$ cat src/rtl/bin16_ascii_converter.sv
// -----------------------------------------------------------------------------
// bin16_ascii_converter
//   Sequential 16-bit binary to 5-digit decimal ASCII converter using the
//   shift-add-3 (double dabble) algorithm. The five ASCII bytes feed a
//   read-only window so software reads a decimal string with no divide.
//   Digit 0 is the ten-thousands digit (MSD), digit 4 the units digit (LSD).
//
// Ports
//   clk            in   1     system clock, rising-edge active
//   reset_n        in   1     asynchronous active-low reset
//   bin_in         in   16    unsigned value to convert
//   start          in   1     conversion request (level, sampled in IDLE only)
//   blank_zeros    in   1     1: leading zero digits become BLANK_CHAR
//   busy           out  1     high while a conversion is in progress
//   done           out  1     one-cycle pulse after double_dabble updates
//   double_dabble  out  8x5   ASCII digits, [0] = MSD .. [4] = LSD
//   dbg_state_o    out  2     current FSM state (debug visibility)
//
// Handshake: a request is accepted only on an IDLE edge where start=1 or
// (AUTO_START=1 and bin_in differs from the last converted value); requests
// while busy are dropped, not queued. done pulses exactly once per accepted
// request, and double_dabble is stable whenever busy=0.
// -----------------------------------------------------------------------------
module bin16_ascii_converter #(
  parameter bit         AUTO_START = 1'b1,
  parameter logic [7:0] ZERO_CHAR  = 8'h30,
  parameter logic [7:0] BLANK_CHAR = 8'h20
) (
  input  logic        clk,
  input  logic        reset_n,
  input  logic [15:0] bin_in,
  input  logic        start,
  input  logic        blank_zeros,
  output logic        busy,
  output logic        done,
  output logic [7:0]  double_dabble [5],
  output logic [1:0]  dbg_state_o
);

  typedef enum logic [1:0] {
    ST_IDLE   = 2'd0,
    ST_SHIFT  = 2'd1,
    ST_FORMAT = 2'd2
  } state_t;

  state_t      state_q, state_d;
  logic [15:0] shift_q, shift_d;
  logic [19:0] bcd_q,   bcd_d;
  logic [3:0]  cnt_q,   cnt_d;
  logic        blank_q, blank_d;
  logic [15:0] last_q,  last_d;
  logic        done_q,  done_d;
  logic [7:0]  dd_q [5];
  logic [7:0]  dd_d [5];

  logic        trigger;
  logic [19:0] bcd_adj;
  logic        lead;
  logic [3:0]  digit;

  assign trigger = start || (AUTO_START && (bin_in != last_q));

  // Add-3 correction applied to every BCD digit before each shift.
  always_comb begin
    bcd_adj = bcd_q;
    for (int i = 0; i < 5; i++) begin
      if (bcd_q[i*4 +: 4] >= 4'd5) begin
        bcd_adj[i*4 +: 4] = bcd_q[i*4 +: 4] + 4'd3;
      end
    end
  end

  always_comb begin
    state_d = state_q;
    shift_d = shift_q;
    bcd_d   = bcd_q;
    cnt_d   = cnt_q;
    blank_d = blank_q;
    last_d  = last_q;
    done_d  = 1'b0;
    dd_d    = dd_q;
    lead    = 1'b0;
    digit   = 4'd0;

    unique case (state_q)
      ST_IDLE: begin
        if (trigger) begin
          shift_d = bin_in;
          blank_d = blank_zeros;
          last_d  = bin_in;
          bcd_d   = 20'd0;
          cnt_d   = 4'd0;
          state_d = ST_SHIFT;
        end
      end

      ST_SHIFT: begin
        // MSB of the binary shift register enters the BCD LSB.
        {bcd_d, shift_d} = {bcd_adj[18:0], shift_q, 1'b0};
        cnt_d = cnt_q + 4'd1;
        if (cnt_q == 4'd15) begin
          state_d = ST_FORMAT;
        end
      end

      ST_FORMAT: begin
        // Blanking stops at the first nonzero digit; the units digit always shows.
        lead = blank_q;
        for (int i = 0; i < 5; i++) begin
          digit = bcd_q[(4-i)*4 +: 4];
          if (lead && (digit == 4'd0) && (i < 4)) begin
            dd_d[i] = BLANK_CHAR;
          end else begin
            dd_d[i] = ZERO_CHAR + {4'd0, digit};
            lead    = 1'b0;
          end
        end
        done_d  = 1'b1;
        state_d = ST_IDLE;
      end

      default: begin
        state_d = ST_IDLE;
      end
    endcase
  end

  always_ff @(posedge clk or negedge reset_n) begin
    if (!reset_n) begin
      state_q <= ST_IDLE;
      shift_q <= 16'd0;
      bcd_q   <= 20'd0;
      cnt_q   <= 4'd0;
      blank_q <= 1'b0;
      last_q  <= 16'd0;
      done_q  <= 1'b0;
      for (int i = 0; i < 5; i++) begin
        dd_q[i] <= ZERO_CHAR;
      end
    end else begin
      state_q <= state_d;
      shift_q <= shift_d;
      bcd_q   <= bcd_d;
      cnt_q   <= cnt_d;
      blank_q <= blank_d;
      last_q  <= last_d;
      done_q  <= done_d;
      for (int i = 0; i < 5; i++) begin
        dd_q[i] <= dd_d[i];
      end
    end
  end

  assign busy          = (state_q != ST_IDLE);
  assign done          = done_q;
  assign double_dabble = dd_q;
  assign dbg_state_o   = state_q;

endmodule

$ cat config.mk
export PLATFORM = sky130hd
export DESIGN_NAME = bin16_ascii_converter
export DESIGN_NICKNAME = d
export VERILOG_FILES = /design/src/rtl/bin16_ascii_converter.sv
export SDC_FILE = /design/constraint.sdc
export NUM_CORES = 1
export LEC_CHECK = 0
export CAP_MARGIN = 20
export CORE_ASPECT_RATIO = 0.75
export CORE_MARGIN = 2
export CORE_UTILIZATION = 49
export DETAILED_ROUTE_END_ITERATION = 8
export HOLD_SLACK_MARGIN = 0.1
export PLACE_DENSITY = 0.81
export SLEW_MARGIN = 20
export SYNTH_ARGS = -nofsm -noshare
export SYNTH_HDL_FRONTEND = slang
export SYNTH_SLANG_ARGS = --single-unit
$ cat constraint.sdc
create_clock -name clk -period 2.5 [get_ports clk]
set_input_delay 0.5 -clock clk [delete_from_list [all_inputs] [get_ports clk]]
set_output_delay 0.5 -clock clk [all_outputs]
set_load 0.03 [all_outputs]
==> run summary, run 1 <==
fin. max-slew vios: 0
residual DRC count: 0
vias per cell: 5.40
Synth Cell Area: 4230 µm²
VDD IR max: 0.629 mV
Clock Tree Buf Depth: 2
post-synthesis register bit count: 84
postcts setup bufs: 0
EDFF count, synth: 0
asr flop ratio synth: 1.00
Core ar.: 8420 µm²
Setup TNS: 0 ps
top post-synthesis cells by area: dfrtp_1 (47%), mux2_2 (13%), nand2_1 (4.8%)
global-route wire length before repair: 15.1 mm
status: finished, final reports clean
Pwr per Cell Area: 1310 nW/µm²
# port buffers: 47
Initial Util: 0.502
CTS H-tree depth: 3
antenna violations before repair: 0
CTS root buffer: clkbuf_16
quantity of hold-fixing buffers added after cts: 0
Avg WL per Cell: 15.6 µm
1st-iter DRT viols: 193
period utilisation layout: 0.936
Die H: 84.5 µm
RSZ-0062 raised after global routing: no
Hold Slack: 132 ps
GRT Residual Overflow: 0
Final min period: 2340 ps
Skew-Pair Late Insertion Delay: 330 ps
DP Wirelength: 6.12 mm
vias post-DR: 3025
CP max stage delay: 440 ps
Die W: 111 µm
Layout Nets: 482
I/O pins: 64
GRT Overall Usage: 0.195
# fillers: 701
cell with the most instances after synthesis: dfrtp_1
post-synth top area cell: dfrtp_1
largest net degree at the start of global routing: 41
Cell Count Post-Placement: 544
register area: 2110 µm²
Seq/Total Area, Yosys: 0.498
area added between synthesis and finish: 23.0%
Hold Vio Cnt, Final: 0
slowest stage cell, crit path: clkdlybuf4s50_1
crit path cell chain: clkdlybuf4s50_1 > xnor2_1 > nand4_1 > or3_4 > o31ai_4 > buf_4 > mux2_2
CTS clock-pin slew for the worst setup and hold paths: 60 ps
footprint of the multi-input gates: 1910 µm²
distinct cell type count after synthesis: 39
max-cap violation count: 0
top-area cell type share of the netlist area: 0.473
Required @ worst endpoint: 2720 ps
First-pass DRT Iterations: 4
crit path max fanout: 8
Placer Congestion: 0.774
Synth Instances: 379
syn_area_per_cell: 11.2 µm²
total wire length: 8.73 mm
WP data arrival: 2560 ps
main flop type after synthesis: dfrtp_1
CP Capture Type: register
diode count: 0
Pwr Total: 6.80 mW
Resized Gates After CTS: 0
Worst Skew: 10.1 ps
ratio of cells with drive above 1 in the final layout: 0.228
Yosys warning count: 0
fmax: 0.427 GHz
Synth top cells by count: dfrtp_1 (80), nand2_1 (54), mux2_2 (48)
final core occ: 0.618
number of global-route vias before repair: 3128
post-route ant nets: 0
crit start category: primary input
final setup vio count: 0
die area: 9400 µm²
Worst-Margin Slew: 669 ps
total CTS buffers: 9
Leakage Power: 2.46 nW
CP Class: in -> reg
Finished Layout Cells: 560
num rows: 29
TritonCTS clock tree: built
clock sink total: 84
Worst slew margin: 0.552
worst min path class: in -> async
-- report_power, final --
part / internal, mW / leakage (nW) / total [mW] / switching, mW
Combinational: 1.48 / 1.27 / 2.93 / 1.45
Sequential: 1.99 / 1.03 / 2.52 / 0.525
Clock: 0.810 / 0.153 / 1.36 / 0.547
Total: 4.28 / 2.46 / 6.80 / 2.52
-- layer usage --
| metal | vias to the layer above | track usage | share of wire |
|---|---|---|---|
| li1 | 1414 | - | - |
| met5 | - | 0 | 0 |
| met2 | 88 | 0.315 | 0.48 |
| met4 | 0 | 0.0584 | 0.013 |
| met3 | 16 | 0.0462 | 0.054 |
| met1 | 1507 | 0.266 | 0.45 |
-- area by class of cell --
class / instances / area share
flip-flops and latches: 84 / 0.405
multi-input cells: 262 / 0.366
repair buffers: 75 / 0.132
clock buffers: 10 / 0.0459
well taps: 108 / 0.0260
clock inverters: 6 / 0.0135
inverters: 15 / 0.0108
-- cell families (layout without fill, tap and decap cells) --
| kind of cell | count (synthesis) | count (layout) | synth area share |
|---|---|---|---|
| mux | 49 | 49 | 0.130 |
| flops | 84 | 84 | 0.498 |
| xor+xnor | 21 | 21 | 0.0435 |
| simple gates | 95 | 95 | 0.104 |
| compound gates | 66 | 66 | 0.114 |
| fa+ha+maj | 15 | 15 | 0.0444 |
| buf+inv | 47 | 106 | 0.0642 |
| other cells | 2 | 16 | 0.00178 |
-- final timing paths --
path                       slack (ps)               from                end  cells after the start
setup / recovery                  160          bin_in[9]         shift_q[6]                      7
hold / removal                    130            reset_n   double_dabble[0]                      1
setup reg to reg                  360          bcd_q[16]   double_dabble[9]                      7
hold reg to reg                   470  double_dabble[27]  double_dabble[27]                      2
max in group asynchronous        1660            reset_n  double_dabble[36]                      2
min in group clk                  470  double_dabble[27]  double_dabble[27]                      2
-- sequential cells by signal, summed over array words and instances, names as in the netlist --
register       count
bcd_q             20
blank_q            1
cnt_q              4
dbg_state_o        2
done               1
double_dabble     24
last_q            16
shift_q           16
-- worst max-delay path: cells and delay by family --
family                    cells  cell delay [ps]
xor gates and xnor gates      1              240
AOI/OAI and AO/OA             1              270
and+or+nand+nor               2              550
muxes                         1              350
buffers and inverters         2              660
-- placed cells by master (no fill, tap or decap), drive strengths merged, types with 2 or more instances in the layout --
| cell type | n |
|---|---|
| nand3 | 5 |
| buf | 30 |
| conb | 16 |
| xor2 | 12 |
| a21o | 6 |
| nand2b | 5 |
| nor3 | 4 |
| o21bai | 3 |
| o21ai | 17 |
| o31ai | 5 |
| nor3b | 5 |
| and3 | 2 |
| nand2 | 54 |
| nor2b | 2 |
| xnor2 | 9 |
| dfstp | 4 |
| inv | 17 |
| clkbuf | 10 |
| a22o | 19 |
| mux2 | 49 |
| dfrtp | 80 |
| o2bb2ai | 5 |
| ha | 15 |
| nor4 | 2 |
| clkinv | 3 |
| clkdlybuf4s50 | 45 |
| a21oi | 9 |
| nor2 | 11 |
-- metrics by stage --
step           cell area, µm²  setup slack, ps
3_3_place_gp             4890             -116
3_5_place_dp             4890             -149
4_1_cts                  5200              154
2_1_floorplan            4280              479
5_1_grt                  5200             43.1
6_report                 5200              159
(Power assumes the default switching activity.)
==> inputs of run 2 (changes only) <==
--- a/config.mk
+++ b/config.mk
@@ -10,6 +10,7 @@
 export CORE_MARGIN = 2
 export CORE_UTILIZATION = 49
 export DETAILED_ROUTE_END_ITERATION = 8
+export GPL_ROUTABILITY_DRIVEN = 0
 export HOLD_SLACK_MARGIN = 0.1
 export PLACE_DENSITY = 0.81
 export SLEW_MARGIN = 20
==> results of run 2 <==
Same layout as run 1: the final DEF is identical, and so are final timing and power.
==> inputs of run 3 (changes only) <==
--- a/config.mk
+++ b/config.mk
@@ -13,6 +13,8 @@
 export GPL_ROUTABILITY_DRIVEN = 0
 export HOLD_SLACK_MARGIN = 0.1
 export PLACE_DENSITY = 0.81
+export RECOVER_POWER = 25
+export REMOVE_ABC_BUFFERS = 1
 export SLEW_MARGIN = 20
 export SYNTH_ARGS = -nofsm -noshare
 export SYNTH_HDL_FRONTEND = slang
==> run summary, run 3 (synthesis gave the netlist of run 1 again) <==
status: complete, but fails checks
failing checks: capacitance limit, slew limit
hold path cells: 2
max reg flops: 24
VDD IR max: 0.733 mV
DP Wirelength: 5.88 mm
WP data arrival: 2520 ps
commonest non-fill, non-tap cell in the layout: dfrtp_1
# port buffers: 47
die area: 9400 µm²
I/O pins: 64
total CTS buffers: 9
Hold Vio Cnt, Final: 0
most frequent cells in the layout: dfrtp_1 (80), nand2_1 (54), mux2_2 (48)
start point of the worst hold path: double_dabble[36]
1st-iter DRT viols: 179
Worst Skew: 6.21 ps
Finished Layout Cells: 561
CTS root buffer: clkbuf_16
slowest stage cell, crit path: clkdlybuf4s50_1
CP Class: in -> reg
crit path max fanout: 10
fmax: 0.435 GHz
postcts setup bufs: 0
Skew-Pair Late Insertion Delay: 340 ps
final setup vio count: 0
vias per cell: 5.16
CTS clock-pin slew for the worst setup and hold paths: 60 ps
clock sink total: 84
quantity of hold-fixing buffers added after cts: 0
Avg WL per Cell: 14.6 µm
global-route wire length before repair: 13.9 mm
max-cap violation count: 1
Resized Gates After CTS: 0
diode count: 0
fin. max-slew vios: 85
Cell Count Post-Placement: 545
period utilisation layout: 0.920
CP Capture Type: register
number of global-route vias before repair: 2889
Leakage Power: 2.44 nW
Reg2Reg Setup Slack: 400 ps
Worst-Margin Slew: 2010 ps
Reg2Reg Launch Point: bcd_q[16]
Setup TNS: 0 ps
hold path endpoint: double_dabble[36]
GRT Residual Overflow: 0
num rows: 29
Final min period: 2300 ps
post-route ant nets: 0
ratio of cells with drive above 1 in the final layout: 0.225
crit start category: primary input
RSZ-0062 raised after global routing: no
Worst slew margin: -0.343
crit path cell chain: clkdlybuf4s50_1 > xnor2_1 > nand4_1 > or3_4 > o31ai_4 > buf_4 > mux2_2
r2r endpoint: double_dabble[9]
Die H: 84.5 µm
FF-to-FF path depth: 7
Hold Slack: 466 ps
Die W: 111 µm
antenna violations before repair: 0
worst min path class: reg -> reg
final core occ: 0.611
largest net degree at the start of global routing: 85
Clock Tree Buf Depth: 2
TritonCTS clock tree: built
Initial Util: 0.502
GRT Overall Usage: 0.186
area added between synthesis and finish: 21.6%
vias post-DR: 2894
Pwr per Cell Area: 1270 nW/µm²
First-pass DRT Iterations: 5
residual DRC count: 0
Layout Nets: 483
CTS H-tree depth: 3
Core ar.: 8420 µm²
total wire length: 8.20 mm
CP max stage delay: 440 ps
Required @ worst endpoint: 2720 ps
==> run 3: report_power, final <==
part	switching [mW]	internal [mW]	leakage [nW]	total, mW
combinational	1.41	1.47	1.27	2.88
sequential	0.506	1.99	1.03	2.50
clock	0.511	0.663	0.132	1.17
==> run 3: worst max-delay path by stage <==
stage | slack (ps) | cells after the start | to | startpoint
final | 200 | 7 | shift_q[8] | bin_in[5]
after global routing | 50 | 2 | shift_q[3] | reset_n
after CTS | 210 | 7 | shift_q[12] | bin_in[5]
after detailed placement | -140 | 7 | shift_q[14] | bin_in[5]
after global placement | -100 | 7 | shift_q[8] | bin_in[5]
after floorplan | -100 | 5 | shift_q[10] | bin_in[9]
==> run 3: final cells by class <==
class / count / area, µm²
sequential: 84 / 2110
fill: 695 / 3270
inverter: 15 / 56.3
tap: 108 / 135
multi-input combinational: 262 / 1900
timing repair buffer: 76 / 681
clock buffer: 10 / 229
clock inverter: 6 / 32.5
==> run 3: critical path: cells and delay by family <==
kind / cells / cell delay [ps]
buffers and inverters: 2 / 660
AOI/OAI and AO/OA: 1 / 240
and+or+nand+nor: 2 / 530
xor gates and xnor gates: 1 / 240
muxes: 1 / 350
==> run 3: layer usage <==
| metal | routed length, µm | track usage |
|---|---|---|
| met5 | 0 | 0 |
| met4 | 48 | 0.0404 |
| met1 | 3960 | 0.254 |
| met3 | 373 | 0.0650 |
| met2 | 3820 | 0.292 |
==> run 3: per-stage QoR <==
step                      setup WS (ps)  area, µm²  total power [mW]
after floorplan                    -102       4070              4.46
after global placement            -95.8       4900              5.25
after detailed placement           -141       4900              5.40
after CTS                           209       5160              6.61
after global routing               47.4       5140              7.05
final                               201       5140              6.55
